==> src/rtl/if_id_queue.sv <==
// IF/ID instruction queue: a DEPTH-entry FIFO of {instr, pc, pc4} between fetch and decode.
// Optional IFQ_PERF_CNT_EN adds stall_cnt and flush_cnt performance counters.
module if_id_queue #(
  parameter int unsigned DATA_WIDTH = 32,
  parameter int unsigned DEPTH      = 4
) (
  input  logic                      clk,
  input  logic                      rst,
  input  logic                      in_valid,
  input  logic [DATA_WIDTH-1:0]     in_instr,
  input  logic [DATA_WIDTH-1:0]     in_pc,
  input  logic [DATA_WIDTH-1:0]     in_pc4,
  output logic                      in_ready,
  output logic                      out_valid,
  output logic [DATA_WIDTH-1:0]     out_instr,
  output logic [DATA_WIDTH-1:0]     out_pc,
  output logic [DATA_WIDTH-1:0]     out_pc4,
  input  logic                      out_ready,
  input  logic                      flush,
`ifdef IFQ_PERF_CNT_EN
  output logic [31:0]               stall_cnt,
  output logic [31:0]               flush_cnt,
`endif
  output logic [$clog2(DEPTH):0]    count
);

  localparam int unsigned PtrW = $clog2(DEPTH);
  localparam int unsigned CntW = PtrW + 1;
  localparam logic [CntW-1:0]       FullCnt = CntW'(DEPTH);
  localparam logic [DATA_WIDTH-1:0] Nop     = DATA_WIDTH'(32'h0000_0013);

  logic [DATA_WIDTH-1:0] instr_q [DEPTH];
  logic [DATA_WIDTH-1:0] pc_q    [DEPTH];
  logic [DATA_WIDTH-1:0] pc4_q   [DEPTH];

  logic [PtrW-1:0] rptr_q, rptr_d;
  logic [PtrW-1:0] wptr_q, wptr_d;
  logic [CntW-1:0] count_q, count_d;
  logic            push, pop;

  assign in_ready  = (count_q != FullCnt) && !flush;
  assign out_valid = (count_q != '0);
  assign push      = in_valid && in_ready;
  assign pop       = out_valid && out_ready;
  assign count     = count_q;

  // No bypass: the head is only driven from storage, NOP/zero when empty.
  assign out_instr = out_valid ? instr_q[rptr_q] : Nop;
  assign out_pc    = out_valid ? pc_q[rptr_q]    : '0;
  assign out_pc4   = out_valid ? pc4_q[rptr_q]   : '0;

  always_comb begin
    rptr_d  = rptr_q;
    wptr_d  = wptr_q;
    count_d = count_q;
    if (flush) begin
      rptr_d  = '0;
      wptr_d  = '0;
      count_d = '0;
    end else begin
      if (push) wptr_d = wptr_q + PtrW'(1);
      if (pop)  rptr_d = rptr_q + PtrW'(1);
      unique case ({push, pop})
        2'b10:   count_d = count_q + CntW'(1);
        2'b01:   count_d = count_q - CntW'(1);
        default: count_d = count_q;
      endcase
    end
  end

  always_ff @(posedge clk) begin
    if (!rst) begin
      rptr_q  <= '0;
      wptr_q  <= '0;
      count_q <= '0;
    end else begin
      rptr_q  <= rptr_d;
      wptr_q  <= wptr_d;
      count_q <= count_d;
    end
  end

  // Storage is never reset; count gates visibility of stale contents.
  always_ff @(posedge clk) begin
    if (rst && push) begin
      instr_q[wptr_q] <= in_instr;
      pc_q[wptr_q]    <= in_pc;
      pc4_q[wptr_q]   <= in_pc4;
    end
  end

`ifdef IFQ_PERF_CNT_EN
  logic [31:0] stall_cnt_q, flush_cnt_q;

  always_ff @(posedge clk) begin
    if (!rst) begin
      stall_cnt_q <= '0;
      flush_cnt_q <= '0;
    end else begin
      if (in_valid && !in_ready && !flush) stall_cnt_q <= stall_cnt_q + 32'd1;
      if (flush)                           flush_cnt_q <= flush_cnt_q + 32'd1;
    end
  end

  assign stall_cnt = stall_cnt_q;
  assign flush_cnt = flush_cnt_q;
`endif

endmodule

==> config.mk <==
export PLATFORM = sky130hd
export DESIGN_NAME = if_id_queue
export DESIGN_NICKNAME = d
export VERILOG_FILES = /design/src/rtl/if_id_queue.sv
export SDC_FILE = /design/constraint.sdc
export NUM_CORES = 1
export LEC_CHECK = 0
export BUFFER_PORTS_ARGS = -buffer_cell sky130_fd_sc_hd__buf_4
export CORE_MARGIN = 5
export CORE_UTILIZATION = 30
export DETAILED_ROUTE_END_ITERATION = 10
export SETUP_SLACK_MARGIN = 0.4
export SLEW_MARGIN = 20
export SYNTH_ARGS = -nofsm -noshare
export SYNTH_HDL_FRONTEND = slang
export SYNTH_SLANG_ARGS = --single-unit
==> constraint.sdc <==
create_clock -name clk -period 4.7 [get_ports clk]
set_clock_uncertainty 0.2 [all_clocks]
set_input_delay 0.235 -clock clk [delete_from_list [all_inputs] [get_ports clk]]
set_output_delay 0.235 -clock clk [all_outputs]
set_load 0.05 [all_outputs]
==> results of run 1 <==
==> logic make-up after synthesis <==
group,Yosys count
multiplexers,96
XOR/XNOR,3
flip-flops,393
AND/OR/NAND/NOR,116
AO/OA/AOI/OAI,10
adder cells (fa/ha/maj),6
buffers and inverters,41
==> metrics by stage <==
stage               instances  setup slack, ns    util  cell area [um2]  hold WS (ns)
floorplan                 665           0.5908       -            14980        0.1339
global placement         1507            1.913  0.3520            17300        0.2365
detailed placement       1507            1.859  0.3520            17300        0.2384
CTS                      1688            1.379  0.4014            19730        0.1797
global route             1688            1.221  0.4014            19730        0.1989
finish                   1691            1.536  0.4016            19740        0.2278
==> what timing repair did <==
| action | 4_1_cts | 5_1_grt |
|---|---|---|
| hold buffers | 102 | 0 |
| endpoints found under the hold margin | 393 | 0 |
| setup endpoints to repair | 0 | 0 |
==> registers in the layout, indices dropped and copies added, names as in the netlist, named ones only <==
name	count
instr_q	128
pc4_q	128
pc_q	128
count	3
rptr_q	2
wptr_q	2
==> worst max-delay path by stage <==
stage                          to  startpoint  depth (start not counted)  slack, ns
finish               out_instr[4]        flop                          4       1.54
floorplan           instr_q[0][0]    count[0]                          3       0.59
CTS                  out_instr[4]        flop                          4       1.38
global route          out_pc4[27]    count[0]                          5       1.22
detailed placement     pc_q[3][4]    count[0]                          4       1.86
global placement       pc_q[3][6]    count[0]                          4       1.91
==> power by group through the flow <==
stage / Sequential [uW] / Combinational [uW] / Clock, uW
final: 3890 / 464 / 3320
after global routing: 3890 / 497 / 3580
after CTS: 3890 / 474 / 3430
after detailed placement: 3960 / 401 / 0
after global placement: 3960 / 395 / 0
after floorplan: 3970 / 211 / 0
==> synth_stat cells <==
master                       n  area, um2
sky130_fd_sc_hd__edfxtp_1  384      11530
sky130_fd_sc_hd__or2_1       3      18.77
sky130_fd_sc_hd__buf_12      1      20.02
sky130_fd_sc_hd__clkbuf_1   16      60.06
sky130_fd_sc_hd__or3_1       2      12.51
sky130_fd_sc_hd__o21ai_0     2      10.01
sky130_fd_sc_hd__nor3_2      1      10.01
sky130_fd_sc_hd__and3_1      4      25.02
sky130_fd_sc_hd__buf_2      11      55.05
sky130_fd_sc_hd__xor2_1      3      26.28
sky130_fd_sc_hd__nor2_1      5      18.77
sky130_fd_sc_hd__a21o_1      2      15.01
sky130_fd_sc_hd__mux4_2     96       2162
sky130_fd_sc_hd__o31ai_1     1      7.510
sky130_fd_sc_hd__buf_6       5      56.30
sky130_fd_sc_hd__or3b_1      1      8.760
sky130_fd_sc_hd__inv_1       8      30.03
sky130_fd_sc_hd__nand2_1     1      3.750
sky130_fd_sc_hd__nand3_1     2      10.01
sky130_fd_sc_hd__nor2b_1     2      12.51
sky130_fd_sc_hd__and2_1     94      588.1
sky130_fd_sc_hd__ha_1        5      62.56
sky130_fd_sc_hd__a21oi_1     5      25.02
sky130_fd_sc_hd__fa_1        1      20.02
sky130_fd_sc_hd__dfxtp_1     9      180.2
sky130_fd_sc_hd__nand2b_1    1      6.260
==> final cells by class <==
type,instances,share of cell area
diodes,3,0.0003803
clock buffers,52,0.05889
clock inverters,27,0.01242
inverters,8,0.001521
multi-input cells,231,0.1552
flip-flops and latches,393,0.5937
well taps,664,0.04209
repair buffers,313,0.1358
==> critical path, cell delays in order (launching register included) <==
cell,delay [ns]
sky130_fd_sc_hd__dfxtp_4,0.77
sky130_fd_sc_hd__buf_12,0.37
sky130_fd_sc_hd__mux4_2,0.53
sky130_fd_sc_hd__or2_1,0.27
sky130_fd_sc_hd__buf_4,0.21
==> metal layers <==
metal	GRT usage	wire, um	up-vias
met5	0	13	-
li1	-	-	3375
met3	0.02990	1920	57
met2	0.2012	16450	191
met1	0.1453	13010	3838
met4	0.03799	773	2
==> impl_metrics.yaml, run 1 <==
floorplanning:
  ioPinCount: 202
  die-area_um2: 54490
  start_util: 0.3047
  die_outline_width_um: 233.4
  core_area_um2: 49150
  number_of_standard_cell_rows_in_the_floorplan: 81
  floorplan.die.height_um: 233.4
job:
  cap_viol_max_count: 0
global_routing:
  initial_antenna_violation_count: 4
  grt_pass1_vias: 8253
  grt_usage: 0.1170
  maximum_number_of_pins_on_one_net_before_global_route_repair: 63
  grt-ovfl-total: 0
  grt_pass1_wl_um: 48580
critical_path:
  rr_worst_depth: 4
  worst_setup_path_end_kind: "primary output"
  timing.critical_path.arrival_ns: 2.73
  required_ns: 4.26
  path_class: "flop to primary output"
  critical_path.max_fanout: 34
  worst_r2r_startpoint: "count[0]"
  critPathLaunchType: "flop"
  setup.reg_to_reg.worst_slack_ns: 1.93
  regToRegEndpoint: "pc_q[3][4]"
min_path:
  hp_start: "in_pc4[7]"
  hold_path_end: "pc4_q[1][7]"
  min_path_type: "input port to flop"
  timing.hold.worst_path_depth: 2
timing:
  rsz_0062_raised_after_global_routing: "false"
  timing_hold_violations_final: 0
  timing.final.crit_share: 0.6731
  report.final.slew_viol_count: 0
  report.final.setup_viol: 0
  slew_headroom: 0.3959
  max_slew.worst_pin.slew_ns: 0.9062
  achievable-frequency_mhz: 316.1
  min_period_ns: 3.164
  timing.setup.tns_ns: 0
power:
  power.density_nw_per_um2: 388.6
  seq_power_share: 0.507
  vdd_ir_drop_max_v: 0.0003807
  p_total_uw: 7670
  swShare: 0.2087
  p_int_uw: 6069
  power.share.combinational: 0.061
  total_switching_power_uw: 1600
  power.clock.fraction: 0.432
  static-leakage-power_uw: 0.006645
cells_and_area:
  syn_to_final_growth_pct: 31.80
  seq_area_um2: 11720
  design.final.nets: 1098
  multi_input_comb_area_um2: 3063
  num-fill-cells: 4443
  fraction_of_layout_cells_with_a_size_suffix_above_1: 0.3701
  final_common_cell: "sky130_fd_sc_hd__edfxtp_1"
  commonest_cells_after_routing_fill_and_taps_aside: "sky130_fd_sc_hd__edfxtp_1 (384), sky130_fd_sc_hd__buf_4 (205), sky130_fd_sc_hd__dlygate4sd3_1 (102), sky130_fd_sc_hd__mux4_2 (96), sky130_fd_sc_hd__and2_1 (94)"
place:
  detailedPlacementHpwl_um: 18640
  portBuffers: 201
  gp_congestion: 0.6981
route:
  final_antenna_net_count: 0
  routed_wl_um: 32170
  average_detailed_routed_wire_length_per_instance_um: 19.02
  detailedRoute.firstPassIterationCount: 4
  detail_route.vias_per_cell: 4.413
  via_count: 7463
  post-route-drc-count: 0
  detail_route.iter0.violations: 341
logic_synthesis:
  post_synth_instance_area_um2: 14980
  yosys_warnings: 0
  yosys_register_bits: 393
  synth_compound_area_frac: 0.003843
  synth-xor-area-share: 0.001755
  adder_cell_fraction_of_synth_area: 0.005514
  seq_area_frac_synth: 0.7820
  combinational_family_with_the_most_area_after_synthesis: "multiplexers"
  synth_cells: 665
  synth-simple-area-share: 0.04771
  synth_area_per_cell_um2: 22.52
  synth.net_count: 772
  synth.distinct_cells: 26
  synth.mux.area_fraction: 0.1444
cts:
  ctsLongestPathBuffers: 3
  cts-resized-gates: 0
  cts_tree: "yes"
  h-tree-depth: 2
  cts-root-buf: "sky130_fd_sc_hd__clkbuf_16"
  post-cts-setup-buffers: 0
  cts_made_buffers: 44
  tritoncts_num_sinks: 393
  clock_insertion_delay_worst_skew_ns: 0.54
  clk_pin_slew_worst_paths_ns: 0.06
run_status:
  status: "finished, final reports clean"
Note: power is estimated with default switching activity, not from simulation.
==> inputs of run 2 (changes only) <==
--- a/config.mk
+++ b/config.mk
@@ -5,6 +5,7 @@
 export SDC_FILE = /design/constraint.sdc
 export NUM_CORES = 1
 export LEC_CHECK = 0
+export ABC_AREA = 1
 export BUFFER_PORTS_ARGS = -buffer_cell sky130_fd_sc_hd__buf_4
 export CORE_MARGIN = 5
 export CORE_UTILIZATION = 30
==> constraint.sdc (replaced) <==
create_clock -name clk -period 3.1 [get_ports clk]
set_clock_uncertainty 0.2 [all_clocks]
set_input_delay 0.155 -clock clk [delete_from_list [all_inputs] [get_ports clk]]
set_output_delay 0.155 -clock clk [all_outputs]
set_load 0.05 [all_outputs]
==> impl_metrics.yaml, run 2 <==
logic_synthesis:
  combinational_family_with_the_most_area_after_synthesis: "simple AND/OR/NAND/NOR gates"
  synth.mux.area_fraction: 0
  number_of_synthesized_flops_with_an_enable_pin: 384
  seq_area_frac_synth: 0.7633
  synth.distinct_cells: 19
  post_synth_instance_area_um2: 15340
  synth_cells: 1209
  synth_async_sr_flop_share: 0
  synth-xor-area-share: 0
  yosys_register_bits: 393
  top_post_synthesis_cells_by_area: "sky130_fd_sc_hd__edfxtp_1 (75%), sky130_fd_sc_hd__nor2_1 (9.4%), sky130_fd_sc_hd__o21ai_0 (5.7%)"
  yosys_warnings: 0
  synth_compound_area_frac: 0.09591
  synth_cell_count_leaders: "sky130_fd_sc_hd__edfxtp_1 (384), sky130_fd_sc_hd__nor2_1 (384), sky130_fd_sc_hd__o21ai_0 (176)"
  ys_dominant_reg_cell: "sky130_fd_sc_hd__edfxtp_1"
  netlist.area_leader.share: 0.7516
  synth_largest_area_cell: "sky130_fd_sc_hd__edfxtp_1"
  synth.net_count: 1316
  synth-simple-area-share: 0.1036
  adder_cell_fraction_of_synth_area: 0.005382
  synth_area_per_cell_um2: 12.69
run_status:
  status: "finished, final reports clean"
timing:
  slew_headroom: 0.6124
  timing.final.crit_share: 0.8128
  min_period_ns: 2.520
  timing_hold_violations_final: 0
  report.final.slew_viol_count: 0
  achievable-frequency_mhz: 396.9
  rsz_0062_raised_after_global_routing: "true"
  max_slew.worst_pin.slew_ns: 0.5813
  postLayoutSetupSlackWorst_ns: 0.5804
  report.final.setup_viol: 0
job:
  cap_viol_max_count: 0
critical_path:
  setup.reg_to_reg.worst_slack_ns: 1.01
  required_ns: 2.74
  regToRegEndpoint: "count[2]"
  worst_r2r_startpoint: "count[2]"
  critical_path.max_fanout: 49
  timing.critical_path.arrival_ns: 2.16
  critPathLaunchType: "flop"
  rr_worst_depth: 13
  path_class: "flop to primary output"
  worst_setup_path_end_kind: "primary output"
global_routing:
  grt_usage: 0.1360
  grt-ovfl-total: 0
  initial_antenna_violation_count: 3
  grt_pass1_vias: 10320
  grt_pass1_wl_um: 60330
  maximum_number_of_pins_on_one_net_before_global_route_repair: 101
place:
  portBuffers: 201
  dp_slack_ns: 0.9632
  gp_congestion: 0.7447
  numPlacedInstances: 2034
  detailedPlacementHpwl_um: 21200
min_path:
  timing.hold.worst_path_depth: 2
  hold_path_end: "instr_q[2][22]"
  min_path_type: "input port to flop"
  hp_start: "in_instr[22]"
floorplanning:
  die_outline_width_um: 236.1
  floorplan.die.height_um: 236.1
  start_util: 0.3046
  number_of_standard_cell_rows_in_the_floorplan: 82
  die-area_um2: 55760
  core_area_um2: 50380
  ioPinCount: 202
cts:
  clk_pin_slew_worst_paths_ns: 0.06
  clock_insertion_delay_worst_skew_ns: 0.55
  h-tree-depth: 2
  cts_tree: "yes"
  ctsLongestPathBuffers: 3
  cts-root-buf: "sky130_fd_sc_hd__clkbuf_16"
  cts_made_buffers: 43
  tritoncts_num_sinks: 393
cells_and_area:
  num-fill-cells: 4647
  syn_to_final_growth_pct: 32.21
  final_common_cell: "sky130_fd_sc_hd__edfxtp_1"
  design.final.nets: 1619
  largest_registers: "instr_q (128), pc4_q (128), pc_q (128)"
  fraction_of_layout_cells_with_a_size_suffix_above_1: 0.1994
  commonest_cells_after_routing_fill_and_taps_aside: "sky130_fd_sc_hd__edfxtp_1 (384), sky130_fd_sc_hd__nor2_1 (379), sky130_fd_sc_hd__buf_4 (213), sky130_fd_sc_hd__o21ai_0 (176), sky130_fd_sc_hd__dlygate4sd3_1 (103)"
  stdcell_count: 2219
power:
  vdd_ir_drop_max_v: 0.0003815
  power.density_nw_per_um2: 596.4
  static-leakage-power_uw: 0.007246
route:
  detail_route.iter0.violations: 569
  detail_route.vias_per_cell: 4.548
  average_detailed_routed_wire_length_per_instance_um: 17.86
  detailedRoute.firstPassIterationCount: 5
  post-route-drc-count: 0
  routed_wl_um: 39620
  via_count: 10090
  final_antenna_net_count: 0
## run 2: cell count changes in the layout (fill, tap and decap cells not counted), moves of 4 or more
cell and change:
sky130_fd_sc_hd__inv_1 +13, sky130_fd_sc_hd__o21ai_0 +174, sky130_fd_sc_hd__buf_12 +5, sky130_fd_sc_hd__a21oi_1 +97, sky130_fd_sc_hd__buf_4 +8, sky130_fd_sc_hd__and2_1 -94
sky130_fd_sc_hd__nor2_1 +374, sky130_fd_sc_hd__nor2_4 +5, sky130_fd_sc_hd__and3_4 -4, sky130_fd_sc_hd__mux4_2 -96, sky130_fd_sc_hd__nand2_1 +28, sky130_fd_sc_hd__o21ai_1 +15
## run 2: critical path, cell delays in order (launching register included)
cell                      delay, ns
sky130_fd_sc_hd__dfxtp_4       0.42
sky130_fd_sc_hd__inv_8         0.29
sky130_fd_sc_hd__buf_4         0.26
sky130_fd_sc_hd__o21ai_0       0.11
sky130_fd_sc_hd__a21oi_1       0.25
sky130_fd_sc_hd__buf_4         0.25
## run 2: per-layer routing
metal / routed length [um] / GRT usage / up-vias / share of wire
li1: - / - / 4892 / -
met1: 17310 / 0.1717 / 4885 / 0.44
met2: 19360 / 0.2355 / 249 / 0.49
met3: 2075 / 0.03282 / 65 / 0.052
met4: 870 / 0.03603 / 2 / 0.022
met5: 13 / 0 / - / 0.00033
## run 2: report_power, final
part | internal, uW | switching, uW
Combinational | 352 | 643
Clock | 3160 | 2040
Sequential | 5890 | 16.4
Total | 9400 | 2700
## run 2: repair_timing
action,CTS,global route
hold buffers,103,0
endpoints found under the setup margin,32,12
gates cloned,0,2
endpoints found under the hold margin,393,0
pin swaps,0,0
gates resized for setup,3,4
buffers inserted,0,0
## run 2: worst max-delay path by stage
| stage | startpoint | endpoint | depth (start not counted) |
|---|---|---|---|
| 2_1_floorplan | count[1] | instr_q[0][0] | 4 |
| 3_3_place_gp | flop | out_pc4[6] | 5 |
| 3_5_place_dp | flop | out_pc[8] | 5 |
| 4_1_cts | flop | out_pc4[31] | 6 |
| 5_1_grt | flop | out_pc[20] | 6 |
| 6_report | flop | out_pc[10] | 5 |
## run 2: cell type report
cell class | instances | area [um2] | share of cell area
Antenna cell | 2 | 5.005 | 0.0002467
Clock buffer | 52 | 1152 | 0.05681
Clock inverter | 26 | 291.5 | 0.01437
Inverter | 23 | 106.4 | 0.005243
Multi-Input combinational cell | 720 | 3204 | 0.1580
Sequential cell | 393 | 11730 | 0.5782
Tap cell | 672 | 840.8 | 0.04145
Timing Repair Buffer | 331 | 2955 | 0.1457
## run 2: kinds of logic after synthesis
kind of cell	after synthesis
flip-flops	393
AO/OA/AOI/OAI	294
buffers and inverters	96
AND/OR/NAND/NOR	420
adder cells (fa/ha/maj)	6
## run 2: metrics by stage
stage / util / TNS [ns] / power [uW] / cell area, um2 / hold slack (ns)
floorplan: - / -35.73 / 6523 / 15410 / 0.05387
global placement: 0.3519 / 0 / 6894 / 17730 / 0.1574
detailed placement: 0.3519 / 0 / 6904 / 17730 / 0.1572
CTS: 0.4011 / 0 / 12270 / 20210 / 0.09775
global route: 0.4026 / 0 / 12550 / 20280 / 0.1273
finish: 0.4026 / 0 / 12100 / 20280 / 0.1457
